<file path="config.mk">
export PLATFORM = sky130hd
export DESIGN_NAME = align_add_s_flat
export DESIGN_NICKNAME = d
export VERILOG_FILES = /design/src/rtl/align_add_s_if.sv /design/src/rtl/align_add_s.sv /design/src/flat_wrapper.sv
export SDC_FILE = /design/constraint.sdc
export NUM_CORES = 1
export LEC_CHECK = 0
export ABC_AREA = 0
export CAP_MARGIN = 20
export CELL_PAD_IN_SITES_DETAIL_PLACEMENT = 2
export CELL_PAD_IN_SITES_GLOBAL_PLACEMENT = 2
export CORE_MARGIN = 8
export CORE_UTILIZATION = 36
export DETAILED_ROUTE_END_ITERATION = 12
export PLACE_DENSITY = 0.95
export SYNTH_ARGS = -nofsm -noshare
export SYNTH_HDL_FRONTEND = slang
export SYNTH_SLANG_ARGS = --single-unit
</file>
<file path="constraint.sdc">
create_clock -name clk -period 4.5 [get_ports clk]
set_input_delay 0.675 -clock clk [delete_from_list [all_inputs] [get_ports clk]]
set_output_delay 0.675 -clock clk [all_outputs]
set_load 0.03 [all_outputs]
</file>
<file path="src/rtl/align_add_s_if.sv">
// Operand/result handshake bundle for align_add_s.
// master drives operands and out_ready; slave returns the aligned sum.
interface align_add_s_if;
    localparam int unsigned OPD_W = 16;
    localparam int unsigned SUM_W = 11;
    localparam int unsigned EXP_W = 8;

    logic             in_valid;
    logic             in_ready;
    logic             int8;
    logic             op_sub;
    logic [OPD_W-1:0] operand_a;
    logic [OPD_W-1:0] operand_b;
    logic             out_valid;
    logic             out_ready;
    logic [SUM_W-1:0] mantissa_sum;
    logic [EXP_W-1:0] exponent_res;
    logic             signa_int;
    logic             signb_int;
    logic             int8_out;

    modport master (
        output in_valid, int8, op_sub, operand_a, operand_b, out_ready,
        input  in_ready, out_valid, mantissa_sum, exponent_res,
               signa_int, signb_int, int8_out
    );

    modport slave (
        input  in_valid, int8, op_sub, operand_a, operand_b, out_ready,
        output in_ready, out_valid, mantissa_sum, exponent_res,
               signa_int, signb_int, int8_out
    );
endinterface

</file>
<file path="src/rtl/align_add_s.sv">
// BF16/INT8 exponent compare, mantissa alignment and signed add ahead of normalisation_s.
// BARREL_ALIGN_EN: apply the whole alignment shift at capture instead of 1 bit per cycle.
module align_add_s (
    input  logic         clk,
    input  logic         rst,
    align_add_s_if.slave bus
);
    localparam int unsigned SUM_W = 11;
    localparam int unsigned EXP_W = 8;
    localparam int unsigned MAN_W = 8;
    localparam int unsigned CNT_W = 4;

    typedef enum logic [1:0] {S_IDLE = 2'd0, S_ALIGN = 2'd1, S_DONE = 2'd2} state_t;

    state_t             r_state, w_state_nxt;
    logic               r_in_ready, r_out_valid, w_in_ready_nxt, w_out_valid_nxt;
    logic [MAN_W-1:0]   r_ma, r_mb;
    logic [CNT_W-1:0]   r_cnt;
    logic [EXP_W-1:0]   r_emax;
    logic               r_shift_b, r_sa, r_sb, r_int8, r_op_sub;
    logic [SUM_W-1:0]   r_mantissa_sum;
    logic [EXP_W-1:0]   r_exponent_res;
    logic               r_signa_int, r_signb_int, r_int8_out;

    logic               w_accept, w_align_end;
    logic [EXP_W-1:0]   w_ea, w_eb, w_diff, w_emax;
    logic               w_a_ge;
    logic [CNT_W-1:0]   w_k, w_cnt_cap;
    logic [MAN_W-1:0]   w_ma_raw, w_mb_raw, w_ma_cap, w_mb_cap, w_neg_b8;
    logic [SUM_W-1:0]   w_ma_ext, w_mb_ext, w_ta, w_tb, w_ia, w_ib, w_sum;
    logic [EXP_W-1:0]   w_exp;
    logic               w_signa, w_signb;

    assign w_accept    = (r_state == S_IDLE) && bus.in_valid;
    assign w_align_end = (r_state == S_ALIGN) && (r_cnt == '0);

    // Capture-side exponent compare; on a tie a is the larger operand.
    assign w_ea     = bus.operand_a[14:7];
    assign w_eb     = bus.operand_b[14:7];
    assign w_a_ge   = (w_ea >= w_eb);
    assign w_diff   = w_a_ge ? (w_ea - w_eb) : (w_eb - w_ea);
    assign w_emax   = w_a_ge ? w_ea : w_eb;
    assign w_k      = bus.int8 ? '0 : ((w_diff > 8'd8) ? 4'd8 : w_diff[3:0]);
    assign w_ma_raw = bus.int8 ? bus.operand_a[7:0] : {(w_ea != '0), bus.operand_a[6:0]};
    assign w_mb_raw = bus.int8 ? bus.operand_b[7:0] : {(w_eb != '0), bus.operand_b[6:0]};

`ifdef BARREL_ALIGN_EN
    assign w_ma_cap  = w_a_ge ? w_ma_raw : (w_ma_raw >> w_k);
    assign w_mb_cap  = w_a_ge ? (w_mb_raw >> w_k) : w_mb_raw;
    assign w_cnt_cap = '0;
`else
    assign w_ma_cap  = w_ma_raw;
    assign w_mb_cap  = w_mb_raw;
    assign w_cnt_cap = w_k;
`endif

    // Result datapath, evaluated from the aligned registers.
    assign w_ma_ext = {3'b000, r_ma};
    assign w_mb_ext = {3'b000, r_mb};
    assign w_ta     = r_sa ? (SUM_W'(0) - w_ma_ext) : w_ma_ext;
    assign w_tb     = r_sb ? (SUM_W'(0) - w_mb_ext) : w_mb_ext;
    assign w_ia     = {{3{r_ma[7]}}, r_ma};
    assign w_ib     = {{3{r_mb[7]}}, r_mb};
    assign w_neg_b8 = (~r_mb) + 8'd1;
    assign w_sum    = r_int8 ? (r_op_sub ? (w_ia - w_ib) : (w_ia + w_ib)) : (w_ta + w_tb);
    assign w_exp    = r_int8 ? '0 : ((r_emax == 8'hFF) ? 8'hFF : (r_emax + 8'd1));
    assign w_signa  = r_int8 ? r_ma[7] : r_sa;
    // -0x80 wraps to 0x80; report it as positive so downstream overflow logic stays right.
    assign w_signb  = r_int8 ? (r_op_sub ? (w_neg_b8[7] && (r_mb != 8'h80)) : r_mb[7]) : r_sb;

    // FSM state and registered handshake outputs.
    always_ff @(posedge clk or posedge rst) begin
        if (rst) begin
            r_state     <= S_IDLE;
            r_in_ready  <= 1'b1;
            r_out_valid <= 1'b0;
        end else begin
            r_state     <= w_state_nxt;
            r_in_ready  <= w_in_ready_nxt;
            r_out_valid <= w_out_valid_nxt;
        end
    end

    always_comb begin
        w_state_nxt = r_state;
        case (r_state)
            S_IDLE:  if (bus.in_valid)  w_state_nxt = S_ALIGN;
            S_ALIGN: if (r_cnt == '0)   w_state_nxt = S_DONE;
            S_DONE:  if (bus.out_ready) w_state_nxt = S_IDLE;
            default: w_state_nxt = S_IDLE;
        endcase
    end

    always_comb begin
        w_in_ready_nxt  = 1'b0;
        w_out_valid_nxt = 1'b0;
        if (w_state_nxt == S_IDLE) w_in_ready_nxt  = 1'b1;
        if (w_state_nxt == S_DONE) w_out_valid_nxt = 1'b1;
    end

    // Operand capture, iterative alignment and result registers.
    always_ff @(posedge clk or posedge rst) begin
        if (rst) begin
            r_ma           <= '0;
            r_mb           <= '0;
            r_cnt          <= '0;
            r_emax         <= '0;
            r_shift_b      <= 1'b0;
            r_sa           <= 1'b0;
            r_sb           <= 1'b0;
            r_int8         <= 1'b0;
            r_op_sub       <= 1'b0;
            r_mantissa_sum <= '0;
            r_exponent_res <= '0;
            r_signa_int    <= 1'b0;
            r_signb_int    <= 1'b0;
            r_int8_out     <= 1'b0;
        end else begin
            if (w_accept) begin
                r_ma      <= w_ma_cap;
                r_mb      <= w_mb_cap;
                r_cnt     <= w_cnt_cap;
                r_emax    <= w_emax;
                r_shift_b <= w_a_ge;
                r_sa      <= bus.operand_a[15];
                r_sb      <= bus.operand_b[15] ^ bus.op_sub;
                r_int8    <= bus.int8;
                r_op_sub  <= bus.op_sub;
            end else if ((r_state == S_ALIGN) && (r_cnt != '0)) begin
                r_cnt <= r_cnt - 4'd1;
                if (r_shift_b) r_mb <= r_mb >> 1;
                else           r_ma <= r_ma >> 1;
            end
            if (w_align_end) begin
                r_mantissa_sum <= w_sum;
                r_exponent_res <= w_exp;
                r_signa_int    <= w_signa;
                r_signb_int    <= w_signb;
                r_int8_out     <= r_int8;
            end
        end
    end

    assign bus.in_ready     = r_in_ready;
    assign bus.out_valid    = r_out_valid;
    assign bus.mantissa_sum = r_mantissa_sum;
    assign bus.exponent_res = r_exponent_res;
    assign bus.signa_int    = r_signa_int;
    assign bus.signb_int    = r_signb_int;
    assign bus.int8_out     = r_int8_out;
endmodule

</file>
<file path="src/flat_wrapper.sv">
// flat-port wrapper written by rule: the top's interface ports become plain ports
module align_add_s_flat 
  (clk, rst, bus_in_valid, bus_int8, bus_op_sub, bus_operand_a, bus_operand_b, bus_out_ready, bus_in_ready, bus_out_valid, bus_mantissa_sum, bus_exponent_res, bus_signa_int, bus_signb_int, bus_int8_out);
  align_add_s_if bus_i ();
  input  logic clk;
  input  logic rst;
  input wire logic [$bits(bus_i.in_valid)-1:0] bus_in_valid;
  input wire logic [$bits(bus_i.int8)-1:0] bus_int8;
  input wire logic [$bits(bus_i.op_sub)-1:0] bus_op_sub;
  input wire logic [$bits(bus_i.operand_a)-1:0] bus_operand_a;
  input wire logic [$bits(bus_i.operand_b)-1:0] bus_operand_b;
  input wire logic [$bits(bus_i.out_ready)-1:0] bus_out_ready;
  output wire logic [$bits(bus_i.in_ready)-1:0] bus_in_ready;
  output wire logic [$bits(bus_i.out_valid)-1:0] bus_out_valid;
  output wire logic [$bits(bus_i.mantissa_sum)-1:0] bus_mantissa_sum;
  output wire logic [$bits(bus_i.exponent_res)-1:0] bus_exponent_res;
  output wire logic [$bits(bus_i.signa_int)-1:0] bus_signa_int;
  output wire logic [$bits(bus_i.signb_int)-1:0] bus_signb_int;
  output wire logic [$bits(bus_i.int8_out)-1:0] bus_int8_out;
  assign bus_i.in_valid = bus_in_valid;
  assign bus_i.int8 = bus_int8;
  assign bus_i.op_sub = bus_op_sub;
  assign bus_i.operand_a = bus_operand_a;
  assign bus_i.operand_b = bus_operand_b;
  assign bus_i.out_ready = bus_out_ready;
  assign bus_in_ready = bus_i.in_ready;
  assign bus_out_valid = bus_i.out_valid;
  assign bus_mantissa_sum = bus_i.mantissa_sum;
  assign bus_exponent_res = bus_i.exponent_res;
  assign bus_signa_int = bus_i.signa_int;
  assign bus_signb_int = bus_i.signb_int;
  assign bus_int8_out = bus_i.int8_out;
  align_add_s u_core (.clk(clk), .rst(rst), .bus(bus_i));
endmodule
</file>
Word level (Yosys, flattened, before mapping)
Cells that the tools add are included.
{"block": "word_totals", "regBits": 59, "output_inout_bits": 24}
{"block": "op_classes", "n_addsub": 10, "order_cmp": 2, "eq_ne": 6, "n_mux": 29, "n_bitwise": 2, "reduce_logical": 14}
{"cell": "$mux 8", "count": 12}
{"cell": "$mux 11", "count": 4}
{"cell": "$sub 1x8->9 const A", "count": 2}
{"cell": "$add 8x1->8 const B", "count": 2}
{"cell": "$mux 4", "count": 4}
{"cell": "$reduce_bool 8->1", "count": 2}
{"cell": "$sub 8x8->8", "count": 2}
{"cell": "$add 11x11->11", "count": 1}
{"cell": "$add 8x8->9", "count": 1}
{"cell": "$sub 8x8->9", "count": 1}
{"cell": "$eq 8x8->1 const B", "count": 1}
{"cell": "$ge 8x8->1", "count": 1}
{"cell": "$gt 8x4->1 const B", "count": 1}
{"cell": "$ne 8x8->1 const B", "count": 1}
{"cell": "$not 8->8", "count": 1}
{"cell": "$mux 2", "count": 3}
{"cell": "$pmux 2 s3", "count": 1}
{"cell": "$mux 1", "count": 5}
{"cell": "$eq 2x2->1 const B", "count": 2}
{"cell": "$logic_and 1x1->1", "count": 4}
{"cell": "$logic_not 2->1", "count": 2}
{"cell": "$logic_not 4->1", "count": 1}
{"cell": "$reduce_and 2->1", "count": 2}
{"cell": "$reduce_bool 2->1", "count": 2}
{"cell": "other kinds (5)", "count": 5}

Longest topological paths before layout
{"block": "logic_depth", "depth_word": 6, "depth_mapped": 14, "mapped_depth_nobuf": 14}

Worst setup path before layout
Ideal clock, no wire load.
{"block": "synth_timing", "path_type": "reg2reg", "start": "reg u_core.r_mb[0]", "end": "reg u_core.r_mantissa_sum[10], in the netlist u_core.bus.mantissa_sum[10]", "setup_time_ns": 0.095, "arrival_time_ns": 2.800, "path_slack_ns": 1.604, "stages_incl_launch_ff": 14, "path_buffers": 0, "synth_period_minus_slack_ns": 2.896, "path_cell_list": "dfrtp_1 > inv_1 > ha_1 > or3b_2 > nor2b_1 > xnor2_1 > ha_1 > inv_1 > o21bai_1 > a2111oi_0 > nor3_1 > xnor2_1 > and2_1 > o31ai_1"}
{"block": "synth_between", "elab_chain_cells": 4, "elab_cells_between_ends": 7, "classes_between": "4 x add/sub; 3 x mux"}
{"element": "from (decl)", "line": "align_add_s.sv:17", "rtl": "logic [MAN_W-1:0] r_ma, r_mb;"}
{"element": "from (signal assigned)", "line": "align_add_s.sv:121", "rtl": "r_mb <= w_mb_cap;"}
{"element": "from (signal assigned)", "line": "align_add_s.sv:131", "rtl": "if (r_shift_b) r_mb <= r_mb >> 1;"}
{"element": "$sub 1x8->9", "line": "align_add_s.sv:61", "rtl": "assign w_tb = r_sb ? (SUM_W'(0) - w_mb_ext) : w_mb_ext;"}
{"element": "$mux 11", "line": "align_add_s.sv:61"}
{"element": "$add 11x11->11", "line": "align_add_s.sv:65", "rtl": "assign w_sum = r_int8 ? (r_op_sub ? (w_ia - w_ib) : (w_ia + w_ib)) : (w_ta + w_tb);"}
{"element": "$mux 11 (*)", "line": "align_add_s.sv:65"}
{"element": "to (signal assigned)", "line": "align_add_s.sv:135", "rtl": "r_mantissa_sum <= w_sum;"}
{"element": "to (decl)", "line": "align_add_s.sv:21", "rtl": "logic [SUM_W-1:0] r_mantissa_sum;"}
Mark *: on every way between the ends. The rest lies on a longest branch, timed or not.
A chain may end at the register's enable or synchronous reset.

Final worst setup path
{"block": "layout_timing", "start": "reg u_core.r_mb[1]", "end": "reg u_core.r_mantissa_sum[9], in the netlist u_core.bus.mantissa_sum[9]"}
Same word-level chain as after synthesis.

==> results by group <==
Drt
  • Routed Antenna Nets: 0
  • Drt wl/cell: 23.6 um
  • Total wire length: 18400 um
  • Via count: 4459
  • Iteration-0 DRC Markers: 247
  • Initial DRT Pass Iterations: 4
  • Vias per cell: 5.73
  • DRC violation count after routing: 0

Floorplanning
  • IO Count: 62
  • Core area: 0.0126 mm2
  • Die Area: 0.0167 mm2
  • Rows: 41
  • Initial core utilization: 36.8%
  • Die width: 129 um
  • Die Y: 129 um

Power and ir drop
  • Final total power: 0.00539 W
  • LEAKAGE: 2.53 nW
  • Max VDD drop: 0.337 mV
  • Power Dens Cells: 953 mW/mm2

STA
  • Worst Tran Pin Value: 1070 ps
  • RSZ-0062 raised after global routing: false
  • Max Freq: 273 MHz
  • Worst Clk Skew: 8.91 ps
  • # setup viols final: 0
  • Final Max Tran Viols: 0
  • Fin. Hold Viols: 0
  • Tmin final: 3660 ps
  • Final Cycle Share: 81.3%
  • Post-route setup TNS: 0 ps
  • Slew headroom: 28.6%

Synthesis
  • Synth Register Bits: 59
  • Top cell type by total area after synthesis: dfrtp_1
  • Prevailing post-synth register cell: dfrtp_1
  • Cell Area, Synth: 0.00463 mm2
  • Mapped Nets: 630
  • YS warnings: 0
  • Share of the synthesized area in the top cell type: 31.4%
  • Top cells by area, synth: dfrtp_1 31%, ha_1 9.7%, nand2_1 7.1%
  • Number of flops mapped to enable cells by yosys: 0
  • Asr flop ratio synth: 100%
  • Seq/Total Area, Yosys: 31.9%
  • Yosys cell types: 57
  • Post-Synthesis Cells: 552
  • Syn avg cell area: 8.38 um2

CTS
  • CTS tree: done
  • Number of setup buffers added after CTS: 0
  • Clock tree buffer depth: 2
  • # H-tree levels: 3
  • Num Clock Sinks: 59
  • Clock latency on the worst-skew pair: 340 ps
  • Num CTS Buffers: 9
  • Hold_buf cts: 0
  • Post-cts sizing count: 0
  • Clock tree root driver cell: clkbuf_16
  • Clk pin slew, worst setup/hold paths: 60 ps

Worst setup path
  • Required @ worst endpoint: 4730 ps
  • Critical path class: flip-flop to flip-flop
  • Worst-path maximum fanout: 5
  • Max incr delay on CP: 550 ps
  • Slowest CP cell: a2111oi_0
  • Crit start category: flip-flop
  • Worst path top cell family by delay: simple AND/OR/NAND/NOR gates
  • Crit end category: flip-flop
  • Crit path DAT: 3890 ps
  • Crit path buf inv count: 2
  • Crit-path cells: inv_1 > ha_1 > or3b_2 > nor2b_1 > xnor2_1 > ha_1 > inv_1 > o21bai_1 > a2111oi_0 > nor3_1 > xnor2_1 > and2_1 > o31ai_1

Global routing
  • Total GRT Usage: 23.0%
  • Gr ovfl total: 0
  • Gr busiest metal: met2
  • Grt met1 use: 27.6%
  • Number of global-route vias before repair: 5218
  • Largest net degree at the start of global routing: 46
  • GR Util met2: 39.0%
  • Met3 global-route usage: 4.44%
  • Initial antenna violation count: 0
  • First-pass GRT wire length: 29800 um

Final layout
  • Share of layout cells above drive strength 1: 5.78%
  • Antenna Cells: 0
  • Fin cells: 778
  • Design area: 0.00566 mm2
  • Fin nets: 679
  • Area delta synth->final: 22.3%

Status
  • Status: completed

Placement
  • Gpl congestion: 0.851
  • I/O Buffers: 61
  • Hpwl dp: 12300 um
  • Cells after DPL: 762
  • Placed inst area: 0.00537 mm2

Flow run
  • Max-cap violations: 0

Worst hold path
  • HP Class: flip-flop to flip-flop
cells in the final DEF, fill, tap and decap left out, drive strengths merged, types with 5 or more instances in the layout:
cell type,n
o31ai,9
nand2,87
xor2,5
a21o,12
clkbuf,11
nor3b,5
xnor2,33
inv,38
nand3,5
a21oi,29
o21ai,48
nor4,5
a22oi,7
nand2b,12
ha,36
dfrtp,58
nor2,31
nor3,11
a211oi,11
mux2i,14
and3,5
o21a,6
nor2b,6
a31oi,8
clkdlybuf4s50,61
synth_stat cells, types with 3 or more instances:
| cell type | n |
|---|---|
| a211oi_1 | 8 |
| a211oi_2 | 3 |
| a21o_1 | 12 |
| a21oi_1 | 29 |
| a22oi_1 | 7 |
| a31oi_1 | 8 |
| and2_1 | 4 |
| and3_1 | 5 |
| buf_2 | 4 |
| clkbuf_1 | 21 |
| dfrtp_1 | 58 |
| fa_1 | 4 |
| ha_1 | 36 |
| inv_1 | 37 |
| mux2i_1 | 14 |
| nand2_1 | 87 |
| nand2b_1 | 12 |
| nand3_1 | 5 |
| nor2_1 | 31 |
| nor2b_1 | 6 |
| nor3_1 | 11 |
| nor3b_1 | 5 |
| nor4_1 | 4 |
| o21a_1 | 6 |
| o21ai_0 | 44 |
| o21ai_1 | 4 |
| o21bai_1 | 4 |
| o31ai_1 | 9 |
| xnor2_1 | 33 |
| xor2_1 | 5 |
final timing paths:
kind	slack (ps)	cells past startpoint	endpoint	from
worst max register to register	840	13	u_core.bus.mantissa_sum[9]	u_core.r_mb[1]
worst min register to register	490	2	u_core.bus.exponent_res[1]	u_core.bus.exponent_res[1]
worst min-delay path	490	2	u_core.bus.exponent_res[1]	u_core.bus.exponent_res[1]
min in group asynchronous	650	2	u_core.bus.mantissa_sum[6]	rst
max in group asynchronous	2950	3	u_core.bus.in_ready	rst
worst max-delay path	840	13	u_core.bus.mantissa_sum[9]	u_core.r_mb[1]
layer usage:
layer	routed length, um	vias up	part of all wire (%)
met1	7780	2265	42
li1	-	2024	-
met4	565	0	3.1
met5	0	-	0
met3	973	39	5.3
met2	9030	131	49
through the flow:
| stage | util (%) | hold WS (ps) | worst slack (ps) |
|---|---|---|---|
| final | 45.0 | 489 | 840 |
| after global routing | 45.0 | 518 | 633 |
| after CTS | 45.0 | 499 | 817 |
| after detailed placement | 42.7 | 487 | 660 |
| after global placement | 42.7 | 464 | 911 |
| after floorplan | - | 464 | 1600 |
registers in the layout, indices dropped and copies added, names as in the netlist, 2 cells and up:
signal / count
u_core.r_state: 2
u_core.r_emax: 8
u_core.r_cnt: 4
u_core.bus.exponent_res: 8
u_core.bus.mantissa_sum: 11
u_core.r_mb: 8
u_core.r_ma: 8
report_power, final:
group | total, W | internal, W | leakage, nW | switching, W
clock network | 0.000705 | 0.000441 | 0.145 | 0.000264
registers | 0.00118 | 0.000780 | 0.731 | 0.000400
logic | 0.00351 | 0.00141 | 1.65 | 0.00210
total | 0.00539 | 0.00263 | 2.53 | 0.00276
logic make-up (layout without fill, tap and decap cells):
kind of cell | Yosys count | after routing | synth area share, %
buf+inv | 64 | 118 | 5.46
mux | 15 | 15 | 3.27
flops | 59 | 59 | 31.9
simple gates | 182 | 182 | 18.6
compound gates | 154 | 154 | 22.1
xor+xnor | 38 | 38 | 7.19
fa+ha+maj | 40 | 40 | 11.5
cell type report:
type	instances	area, um2
multi-input combinational	429	2900
tap	172	215
clock buffer	11	243
inverter	38	143
clock inverter	5	52.6
sequential	59	1480
timing repair buffer	64	633
fill	1404	6910
worst min-delay path, cell delays in order (launching register included):
cell	delay (ps)
dfrtp_1	340
nand2_1	60
o31ai_1	60
Power figures use the tool's default switching activity.
